[src/rtl/fdsti_sched_pkg.sv]
// ---------------------------------------------------------------------------
// fdsti_sched_pkg
// Shared types and default widths for the FDSSI->FDSTI reorder scheduler.
//   sched_state_t : scheduler FSM state (IDLE / RUN / DONE)
//   *_DEF         : default parameter values used by the scheduler modules
//   N             : default source count (2**SRC_W_DEF)
// ---------------------------------------------------------------------------
package fdsti_sched_pkg;

   localparam int unsigned SRC_W_DEF   = 2;
   localparam int unsigned FDSTI_W_DEF = 28;
   localparam int unsigned AWIDTH_DEF  = 32;
   localparam int unsigned CNT_W_DEF   = 16;
   localparam int unsigned N           = 2**SRC_W_DEF;

   typedef enum logic [1:0] {
      IDLE = 2'd0,
      RUN  = 2'd1,
      DONE = 2'd2
   } sched_state_t;

endpackage

[src/rtl/fdsti_min_tree.sv]
// ---------------------------------------------------------------------------
// fdsti_min_tree
// Combinational minimum search over 2**SRC_W {valid, fdsti, idx} tuples,
// built as a pairwise reduction tree SRC_W levels deep.
//   i_valid     : per-source valid
//   i_fdsti     : per-source FDSTI, source k at [k*FDSTI_W +: FDSTI_W]
//   o_any_valid : at least one source is valid
//   o_win_idx   : index of the valid source with the smallest FDSTI;
//                 ties resolve to the lower index
// ---------------------------------------------------------------------------
module fdsti_min_tree
   import fdsti_sched_pkg::*;
#(
   parameter int unsigned SRC_W   = SRC_W_DEF,
   parameter int unsigned FDSTI_W = FDSTI_W_DEF
) (
   input  logic [2**SRC_W-1:0]           i_valid,
   input  logic [(2**SRC_W)*FDSTI_W-1:0] i_fdsti,
   output logic                          o_any_valid,
   output logic [SRC_W-1:0]              o_win_idx
);

   localparam int unsigned N_SRC = 2**SRC_W;

   // Heap layout: node n combines children 2n (lower indices) and 2n+1.
   // Leaves sit at N_SRC..2*N_SRC-1, the root is node 1.
   logic               w_nd_valid [2*N_SRC];
   logic [FDSTI_W-1:0] w_nd_fdsti [2*N_SRC];
   logic [SRC_W-1:0]   w_nd_idx   [2*N_SRC];

   always_comb begin
      for (int unsigned n = 0; n < 2*N_SRC; n++) begin
         w_nd_valid[n] = 1'b0;
         w_nd_fdsti[n] = '0;
         w_nd_idx[n]   = '0;
      end
      for (int unsigned k = 0; k < N_SRC; k++) begin
         w_nd_valid[N_SRC+k] = i_valid[k];
         w_nd_fdsti[N_SRC+k] = i_fdsti[k*FDSTI_W +: FDSTI_W];
         w_nd_idx[N_SRC+k]   = SRC_W'(k);
      end
      for (int unsigned n = N_SRC-1; n >= 1; n--) begin
         // Right child wins only when strictly smaller, so ties keep the left.
         if (w_nd_valid[2*n+1] &&
             (!w_nd_valid[2*n] || (w_nd_fdsti[2*n+1] < w_nd_fdsti[2*n]))) begin
            w_nd_valid[n] = 1'b1;
            w_nd_fdsti[n] = w_nd_fdsti[2*n+1];
            w_nd_idx[n]   = w_nd_idx[2*n+1];
         end else begin
            w_nd_valid[n] = w_nd_valid[2*n];
            w_nd_fdsti[n] = w_nd_fdsti[2*n];
            w_nd_idx[n]   = w_nd_idx[2*n];
         end
      end
      o_any_valid = w_nd_valid[1];
      o_win_idx   = w_nd_idx[1];
   end

endmodule

[src/rtl/fdsti_min_sched.sv]
// ---------------------------------------------------------------------------
// fdsti_min_sched
// Merges 2**SRC_W per-FDSSI FIFOs (each sorted by FDSTI) into one stream
// ordered by FDSTI, once all sources have been written (in_finish).
//   clk, rst_n  : clock, synchronous active-low reset
//   in_finish   : pulse, all sources fully written; starts the merge
//   s_valid     : per-source head valid
//   s_ready     : per-source pop (one-hot or zero)
//   s_fdsti     : per-source head FDSTI
//   s_addr      : per-source head {s_addr, e_addr}
//   m_valid/m_ready : registered output handshake
//   m_fdsti, m_fdssi, m_addr : selected FDSTI, source index, {s_addr,e_addr}
//   busy        : merging in progress
//   done        : sticky, all sources drained and last word accepted
//   order_err   : sticky, an accepted FDSTI was below its predecessor
//   emit_cnt    : accepted output words (wraps)
// ---------------------------------------------------------------------------
module fdsti_min_sched
   import fdsti_sched_pkg::*;
#(
   parameter int unsigned SRC_W   = SRC_W_DEF,
   parameter int unsigned FDSTI_W = FDSTI_W_DEF,
   parameter int unsigned AWIDTH  = AWIDTH_DEF,
   parameter int unsigned CNT_W   = CNT_W_DEF
) (
   input  logic                              clk,
   input  logic                              rst_n,
   input  logic                              in_finish,
   input  logic [2**SRC_W-1:0]               s_valid,
   output logic [2**SRC_W-1:0]               s_ready,
   input  logic [(2**SRC_W)*FDSTI_W-1:0]     s_fdsti,
   input  logic [(2**SRC_W)*2*AWIDTH-1:0]    s_addr,
   output logic                              m_valid,
   input  logic                              m_ready,
   output logic [FDSTI_W-1:0]                m_fdsti,
   output logic [SRC_W-1:0]                  m_fdssi,
   output logic [2*AWIDTH-1:0]               m_addr,
   output logic                              busy,
   output logic                              done,
   output logic                              order_err,
   output logic [CNT_W-1:0]                  emit_cnt
);

   localparam int unsigned N_SRC = 2**SRC_W;
   localparam int unsigned PW    = 2*AWIDTH;

   sched_state_t       r_state;
   logic               r_m_valid;
   logic [FDSTI_W-1:0] r_m_fdsti;
   logic [SRC_W-1:0]   r_m_fdssi;
   logic [PW-1:0]      r_m_addr;
   logic               r_done;
   logic               r_order_err;
   logic [CNT_W-1:0]   r_emit_cnt;
   logic [FDSTI_W-1:0] r_last_fdsti;
   logic               r_first;

   logic               w_any_valid;
   logic [SRC_W-1:0]   w_win_idx;
   logic [N_SRC-1:0]   w_grant;
   logic [FDSTI_W-1:0] w_sel_fdsti;
   logic [PW-1:0]      w_sel_addr;
   logic               w_accept;
   logic               w_load;

   fdsti_min_tree #(
      .SRC_W   (SRC_W),
      .FDSTI_W (FDSTI_W)
   ) u_min_tree (
      .i_valid     (s_valid),
      .i_fdsti     (s_fdsti),
      .o_any_valid (w_any_valid),
      .o_win_idx   (w_win_idx)
   );

   always_comb begin
      w_grant            = '0;
      w_grant[w_win_idx] = 1'b1;
      w_sel_fdsti        = s_fdsti[w_win_idx*FDSTI_W +: FDSTI_W];
      w_sel_addr         = s_addr[w_win_idx*PW +: PW];
      w_accept           = r_m_valid & m_ready;
      // rst_n gates the pop so a source is never consumed in the cycle the
      // output register is being discarded.
      w_load             = rst_n & (r_state == RUN) & w_any_valid &
                           (~r_m_valid | m_ready);
   end

   assign s_ready   = w_load ? w_grant : '0;
   assign m_valid   = r_m_valid;
   assign m_fdsti   = r_m_fdsti;
   assign m_fdssi   = r_m_fdssi;
   assign m_addr    = r_m_addr;
   assign busy      = (r_state == RUN);
   assign done      = r_done;
   assign order_err = r_order_err;
   assign emit_cnt  = r_emit_cnt;

   always_ff @(posedge clk) begin
      if (!rst_n) begin
         r_state      <= IDLE;
         r_m_valid    <= 1'b0;
         r_m_fdsti    <= '0;
         r_m_fdssi    <= '0;
         r_m_addr     <= '0;
         r_done       <= 1'b0;
         r_order_err  <= 1'b0;
         r_emit_cnt   <= '0;
         r_last_fdsti <= '0;
         r_first      <= 1'b1;
      end else begin
         case (r_state)
            IDLE: if (in_finish) r_state <= RUN;
            RUN: begin
               // Finish only once the output register is empty or emptying.
               if (!w_any_valid && (!r_m_valid || m_ready)) begin
                  r_state <= DONE;
                  r_done  <= 1'b1;
               end
            end
            DONE:    r_state <= DONE;
            default: r_state <= IDLE;
         endcase

         if (w_load) begin
            r_m_valid <= 1'b1;
            r_m_fdsti <= w_sel_fdsti;
            r_m_fdssi <= w_win_idx;
            r_m_addr  <= w_sel_addr;
         end else if (w_accept) begin
            r_m_valid <= 1'b0;
         end

         if (w_accept) begin
            r_emit_cnt <= r_emit_cnt + CNT_W'(1);
            if (!r_first && (r_m_fdsti < r_last_fdsti)) r_order_err <= 1'b1;
            r_last_fdsti <= r_m_fdsti;
            r_first      <= 1'b0;
         end
      end
   end

endmodule

[config.mk]
export PLATFORM = sky130hd
export DESIGN_NAME = fdsti_min_sched
export DESIGN_NICKNAME = d
export VERILOG_FILES = /design/src/rtl/fdsti_sched_pkg.sv /design/src/rtl/fdsti_min_tree.sv /design/src/rtl/fdsti_min_sched.sv
export SDC_FILE = /design/constraint.sdc
export NUM_CORES = 1
export LEC_CHECK = 0
export ABC_AREA = 1
export CORE_AREA = 2 2 190 192
export DETAILED_ROUTE_END_ITERATION = 10
export DIE_AREA = 0 0 192 194
export GPL_TIMING_DRIVEN = 0
export MAX_ROUTING_LAYER = met4
export PLACE_DENSITY = 0.7
export SETUP_SLACK_MARGIN = 0.15
export SLEW_MARGIN = 20
export SYNTH_ARGS = -nofsm -noshare
export SYNTH_HDL_FRONTEND = slang
export SYNTH_SLANG_ARGS = --single-unit
[constraint.sdc]
create_clock -name clk -period 5.5 [get_ports clk]
set_input_delay 1.1 -clock clk [delete_from_list [all_inputs] [get_ports clk]]
set_output_delay 1.1 -clock clk [all_outputs]
set_load 0.1 [all_outputs]
# [Word level (Yosys, flattened, before mapping)]
# Index checks and enable logic that the tools add are counted.
[word_totals] regBits=144
[classes] add_sub_neg=1 n_mul=1 order_cmp=6 eq_ne=4 n_shift=2 mux=16 bitwise=6 reduce_logical=21
[op_table] op="variable part select 256 x 9 -> 64 bit" count=1
[op_table] op="< comparator 28 bit" count=4
[op_table] op="variable part select 112 x 8 -> 28 bit" count=1
[op_table] op="2-to-1 mux 28 bit" count=2
[op_table] op="adder 16 x 1 -> 16 bit, second input constant" count=1
[op_table] op="2-to-1 mux 1 bit" count=8
[op_table] op="logical AND 1 bit" count=6
[op_table] op="logical NOT 1 bit" count=6
[op_table] op="2-to-1 mux 2 bit" count=3
[op_table] op="one-hot mux 2 bit (3 select lines)" count=1
[op_table] op="AND reduction 2 bit" count=3
[op_table] op="multiplier 2 x 3 -> 5 bit, second input constant" count=1
[op_table] op="AND 1 bit" count=4
[op_table] op="logical OR 1 bit" count=4
[op_table] op="2-to-1 mux 4 bit" count=1
[op_table] op="< comparator 2 x 3 -> 1 bit, second input constant" count=1
[op_table] op="demux 1 bit (select 2 bit)" count=1
[op_table] op="== test 2 x 1 -> 1 bit, second input constant" count=1
[op_table] op="== test 2 bit, second input constant" count=1
[op_table] op="greater-or-equal comparator 2 x 1 -> 1 bit, second input constant" count=1
[op_table] op="logical NOT 2 bit" count=1
[op_table] op="inequality test 2 x 1 -> 1 bit, second input constant" count=1
[op_table] op="inequality test 2 bit, second input constant" count=1
[op_table] op="nonzero test 2 bit" count=1
[op_table] op="2 further kinds" count=2

# [Depth between registers and ports, before layout]
[logic_depth] depth_word=13 ltp_mapped=36

# [By module]
# From an unflattened synthesis, not the netlist that was laid out.
[hier_totals] cells_unflattened=1755 hier_area_um2=11016.8
[modules_own_cells] module="fdsti_min_sched" n_inst=1 cells_per_inst=1277 area_per_inst_um2=8314.2 seq_area_each_um2=2882.8
[modules_own_cells] module="fdsti_min_tree" n_inst=1 cells_per_inst=478 area_per_inst_um2=2702.6 seq_area_each_um2=0.0

# [Least setup slack after synthesis]
# No wires, ideal clock.
[synth_timing] path_type="input to output" from="in s_fdsti[27]" to="out s_ready[1]" arrival_time_ns=5.796 path_slack_ns=-1.396 path_stages=30 n_path_buf=5 path_cell_list="inv_1 ha_1 nand2_1 nor2_1 nand2_1 nor2_1 nand2_1 nand2_1 nor2_1 nand2_1 nand2_1 nand2_1 clkbuf_1 clkbuf_1 clkbuf_1 o21ai_0 ha_1 a21oi_1 nor2_1 a211oi_1 o221ai_1 a21oi_1 nand2_1 nand2_2 nand2_4 nand2_2 buf_4 buf_4 nand3_1 nor2_1"
[synth_via] elab_chain_cells=13 elab_cells_between_ends=20 cone_classes="4 x order compare; 8 x mux; 2 x bitwise; 6 x reduce/logical"
[synth_rtl] item="start: declaration" line_no="fdsti_min_sched.sv:31" source="input logic [(2**SRC_W)*FDSTI_W-1:0] s_fdsti,"
[synth_rtl] item="< comparator 28 bit" line_no="fdsti_min_tree.sv:45" source="(!w_nd_valid[2*n] || (w_nd_fdsti[2*n+1] < w_nd_fdsti[2*n]))) begin"
[synth_rtl] item="logical OR 1 bit" line_no="fdsti_min_tree.sv:45"
[synth_rtl] item="logical AND 1 bit" line_no="fdsti_min_tree.sv:44" source="if (w_nd_valid[2*n+1] &&"
[synth_rtl] item="2-to-1 mux 28 bit / 2-to-1 mux 1 bit (equally long branches)" line_no="fdsti_min_tree.sv:44"
[synth_rtl] item="< comparator 28 bit / logical NOT 1 bit (equally long branches)" line_no="fdsti_min_tree.sv:45"
[synth_rtl] item="logical OR 1 bit" line_no="fdsti_min_tree.sv:45"
[synth_rtl] item="logical AND 1 bit" line_no="fdsti_min_tree.sv:44"
[synth_rtl] item="2-to-1 mux 2 bit" line_no="fdsti_min_tree.sv:44"
[synth_rtl] item="< comparator 2 x 3 -> 1 bit (implied by the code) / greater-or-equal comparator 2 x 1 -> 1 bit (equally long branches)" line_no="fdsti_min_sched.sv:78" source="w_grant[w_win_idx] = 1'b1;"
[synth_rtl] item="logical AND 1 bit (implied by the code)" line_no="fdsti_min_sched.sv:78"
[synth_rtl] item="2-to-1 mux 1 bit (implied by the code)" line_no="fdsti_min_sched.sv:78"
[synth_rtl] item="demux 1 bit (select 2 bit)" line_no="fdsti_min_sched.sv:78"
[synth_rtl] item="2-to-1 mux 4 bit *" line_no="fdsti_min_sched.sv:88" source="assign s_ready = w_load ? w_grant : '0;"
[synth_rtl] item="end: declaration" line_no="fdsti_min_sched.sv:30" source="output logic [2**SRC_W-1:0] s_ready,"
# Mark *: on every way between the ends. The rest lies on a longest branch, timed or not.

# [Worst setup path after layout]
[layout_timing] from="in s_fdsti[15]" to="out s_ready[0]"
# The elaborated chain is that of the path after synthesis.

==> results summary <==
The required time at the endpoint of the critical path came out at 4.40 ns. From bottom edge to top edge, the die measures 194 um. The initial antenna violation count was 17. The final instance area came out at 20900 um2. In this run, placement finished with an instance count of 3174. The largest voltage drop on the vdd net is 0.443 mV.

The utilization after layout is 59.3%. For flop-to-flop paths, the worst setup slack is 2.30 ns. The endpoint of the worst hold-timing path is order_err. Synthesis produced 2221 cells. From left edge to right edge, the die measures 192 um. The net count of the finished layout is 3292. The post-layout instance count excluding filler cells is 3303. The area of the core came out at 35200 um2. The synthesized area per cell came out at 5.72 um2. For this design, the slowest cell found on the critical path is nor4_4. The number of synthesized register bits came out at 144. In the routed design, unresolved DRC markers number 0. The clock skew is 0.0174 ns. Data on the critical path arrives at its endpoint at 4.94 ns. The most common cell after layout, fill and taps aside is nand2_1.

Compared with the post-synthesis result, the final layout area differs by 64.4%. The worst path setup slack after routing is -0.538 ns. The die area is 37200 um2.

The I/O pin count came out at 494. The destination of the worst register-to-register timing path is m_fdsti[15]. The number of DRC markers in iteration 0 came out at 1109. The final weighted congestion of routability-driven global placement came out at 0.979. The wire length of the first global-routing pass came out at 95800 um. Hold repair after CTS inserted 0 buffers.

The initial core utilization came out at 36.1%. In this run the most used layer during global routing was met2. The number of hold-slack violations in the final timing report came out at 0. The pin count of the biggest net entering global routing is 17. Leaving out fill and tap cells, the most frequent cells in the layout are nand2_1, clkdlybuf4s50_1, inv_1. The CTS sink count came out at 144.

The leakage power came out at 10.3 nW. The startpoint identified for the worst register-to-register timing path is r_state[1]. The net count after synthesis came out at 2708.

The site row count came out at 69. The number of buffers added by the clock tree synthesis step is 17. The worst hold margin came out at 0.457 ns. The share of synthesized area occupied by flip-flops and latches is 22.7%. After clock tree synthesis, the clock-pin slew on the worst setup and hold paths is 0.07 ns. The number of I/O port buffers is 492.

The worst setup path is launched from an input port. The maximum buffer depth of the clock tree is 2. The all-layer global routing usage is 35.2%. The setup total negative slack came out at -1.97 ns.

Timing would allow up to 166 MHz. The global-route met3 utilization is 6.44%. The yosys synthesis warning count is 0. Global routing consumed, on the met2 layer, 59.3% of the routing resources. The ratio of routed vias to standard cells is 5.10.

The power per cell area came out at 390 nW/um2. The critical path is of the in -> out type. The shortest clock period the worst path allows after layout is 6.04 ns. Clock tree synthesis selected as its root buffer the cell clkbuf_16. The cell area that synthesis handed to floorplanning was 12700 um2. The count of nets left with antenna violations after detail routing is 0. The number of setup violations in the final report came out at 4. The number of max-capacitance violations reported came out at 0.

The number of distinct library cells after synthesis came out at 36. STA classifies the critical path endpoint as an output pin. The startpoint identified for the worst hold timing path is order_err.

The number of cells on the worst hold path came out at 2. The fraction of layout cells with a size suffix above 1 came out at 16.9%. The final reports fail on negative setup slack.

The worst hold path belongs to the class reg -> reg. The H-tree generated during clock tree synthesis spans 4 levels. Clock latency on the worst-skew pair, taken at its later pin, is 0.45 ns.

The number of cell instances on the worst register-to-register path is 9. Global routing finished with a remaining overflow of 0. The total wire length is 66100 um. The maximum fanout encountered on the critical timing path is 8. The detailed-route wire length per cell is 20.0 um.

The total count of max-transition violations in the final report was 0. The global routing met1 resource utilization came out at 40.8%. The detailed-router iteration count before antenna repair is 5. Setup repair after global routing could not meet its margin everywhere. The via count of the first global-routing pass came out at 16.2k. The detailed router placed 16.9k vias in this run.

At the pin with the least slew margin, the transition time is 1.11 ns. After legalization and detailed placement, the total HPWL measured 51700 um. The CTS tree is built. The share of the clock period used by the worst path after layout came out at 110%. The flow ran to the end, but the final reports show violations. The maximum cell stage delay along the critical path is 0.33 ns. Headroom to the max-slew limit came out at 25.5%.

The placement-stage cell area is 18500 um2.
[cells in the mapped netlist (all sizes together)]
cell     instances  share of area (%)
nand2          627                 19
inv            366                 11
nor2           303                8.9
nand3          202                8.0
dfxtp          144                 23
o21ai          116                4.6
ha             111                 11
a21oi          100                3.9
clkbuf          85                2.5
buf             41                2.2
nand4           40                2.0
a21boi          27                1.6
o21bai          18                1.1
nor3            13               0.51
a211oi           4               0.24
a21o             3               0.18
o21a             3               0.18
or2              3               0.15
a31oi            2              0.098
o2111ai          2               0.14
o221ai           2               0.14
a221oi           1              0.069
and3             1              0.049
clkinv           1              0.030
nor3b            1              0.059
nor4             1              0.049
o211ai           1              0.059
o221a            1              0.089
o31ai            1              0.059
or4              1              0.059
[worst max-delay path: cells and delay by family]
family	cells	cell delay [ns]
AND/OR/NAND/NOR	14	1.91
adder cells (fa/ha/maj)	2	0.56
AO/OA/AOI/OAI	1	0.07
buffers and inverters	10	1.25
[stage by stage]
stage / setup WS, ns / power, mW
2_1_floorplan: -0.122 / 5.09
3_3_place_gp: -2.86 / 6.58
3_5_place_dp: -2.89 / 6.62
4_1_cts: -0.521 / 8.04
5_1_grt: -0.668 / 8.56
6_report: -0.538 / 8.16
[flip-flops by register name, summed over array words and instances (netlist names)]
name	count
r_last_fdsti	28
m_fdssi	2
emit_cnt	16
m_fdsti	28
r_state	2
m_valid	1
done	1
order_err	1
r_first	1
m_addr	64
[metal layers]
metal	part of all wire [%]	up-vias
met3	7.8	171
met4	4.7	0
met2	48	838
met5	0	-
met1	39	7701
li1	-	8144
[power breakdown]
part,leakage (nW),total (mW),switching [mW],internal [mW]
Clock,0.280,1.20,0.553,0.651
Combinational,8.86,5.33,3.76,1.57
Sequential,1.18,1.63,0.272,1.35
[how the worst max path moves through the flow]
| stage | startpoint | slack [ns] | cells past startpoint | endpoint |
|---|---|---|---|---|
| floorplan | s_fdsti[25] | -0.12 | 30 | s_ready[1] |
| global placement | s_fdsti[73] | -2.86 | 30 | s_ready[1] |
| detailed placement | s_fdsti[25] | -2.89 | 30 | s_ready[1] |
| CTS | s_fdsti[21] | -0.52 | 32 | s_ready[1] |
| global route | s_fdsti[83] | -0.67 | 28 | s_ready[0] |
| finish | s_fdsti[15] | -0.54 | 27 | s_ready[0] |
[kinds of logic after synthesis]
family / synth area share, %
compound gates: 12.4
fa+ha+maj: 10.9
flops: 22.7
buf+inv: 15.5
simple gates: 38.4
[timing repair]
action | 4_1_cts | 5_1_grt
gates cloned | 3 | 0
endpoints found under the setup margin | 98 | 60
pin swaps | 144 | 61
buffers inserted | 53 | 17
resized for setup | 673 | 98
[area by class of cell]
| type | count | area [um2] |
|---|---|---|
| Sequential cell | 144 | 2880 |
| Fill cell | 3457 | 14300 |
| Antenna cell | 24 | 60.1 |
| Buffer | 126 | 903 |
| Clock buffer | 18 | 439 |
| Multi-Input combinational cell | 1584 | 9130 |
| Timing Repair Buffer | 565 | 5320 |
| Clock inverter | 14 | 144 |
| Tap cell | 461 | 577 |
| Inverter | 367 | 1440 |
Note: power is estimated with default switching activity, not from simulation.
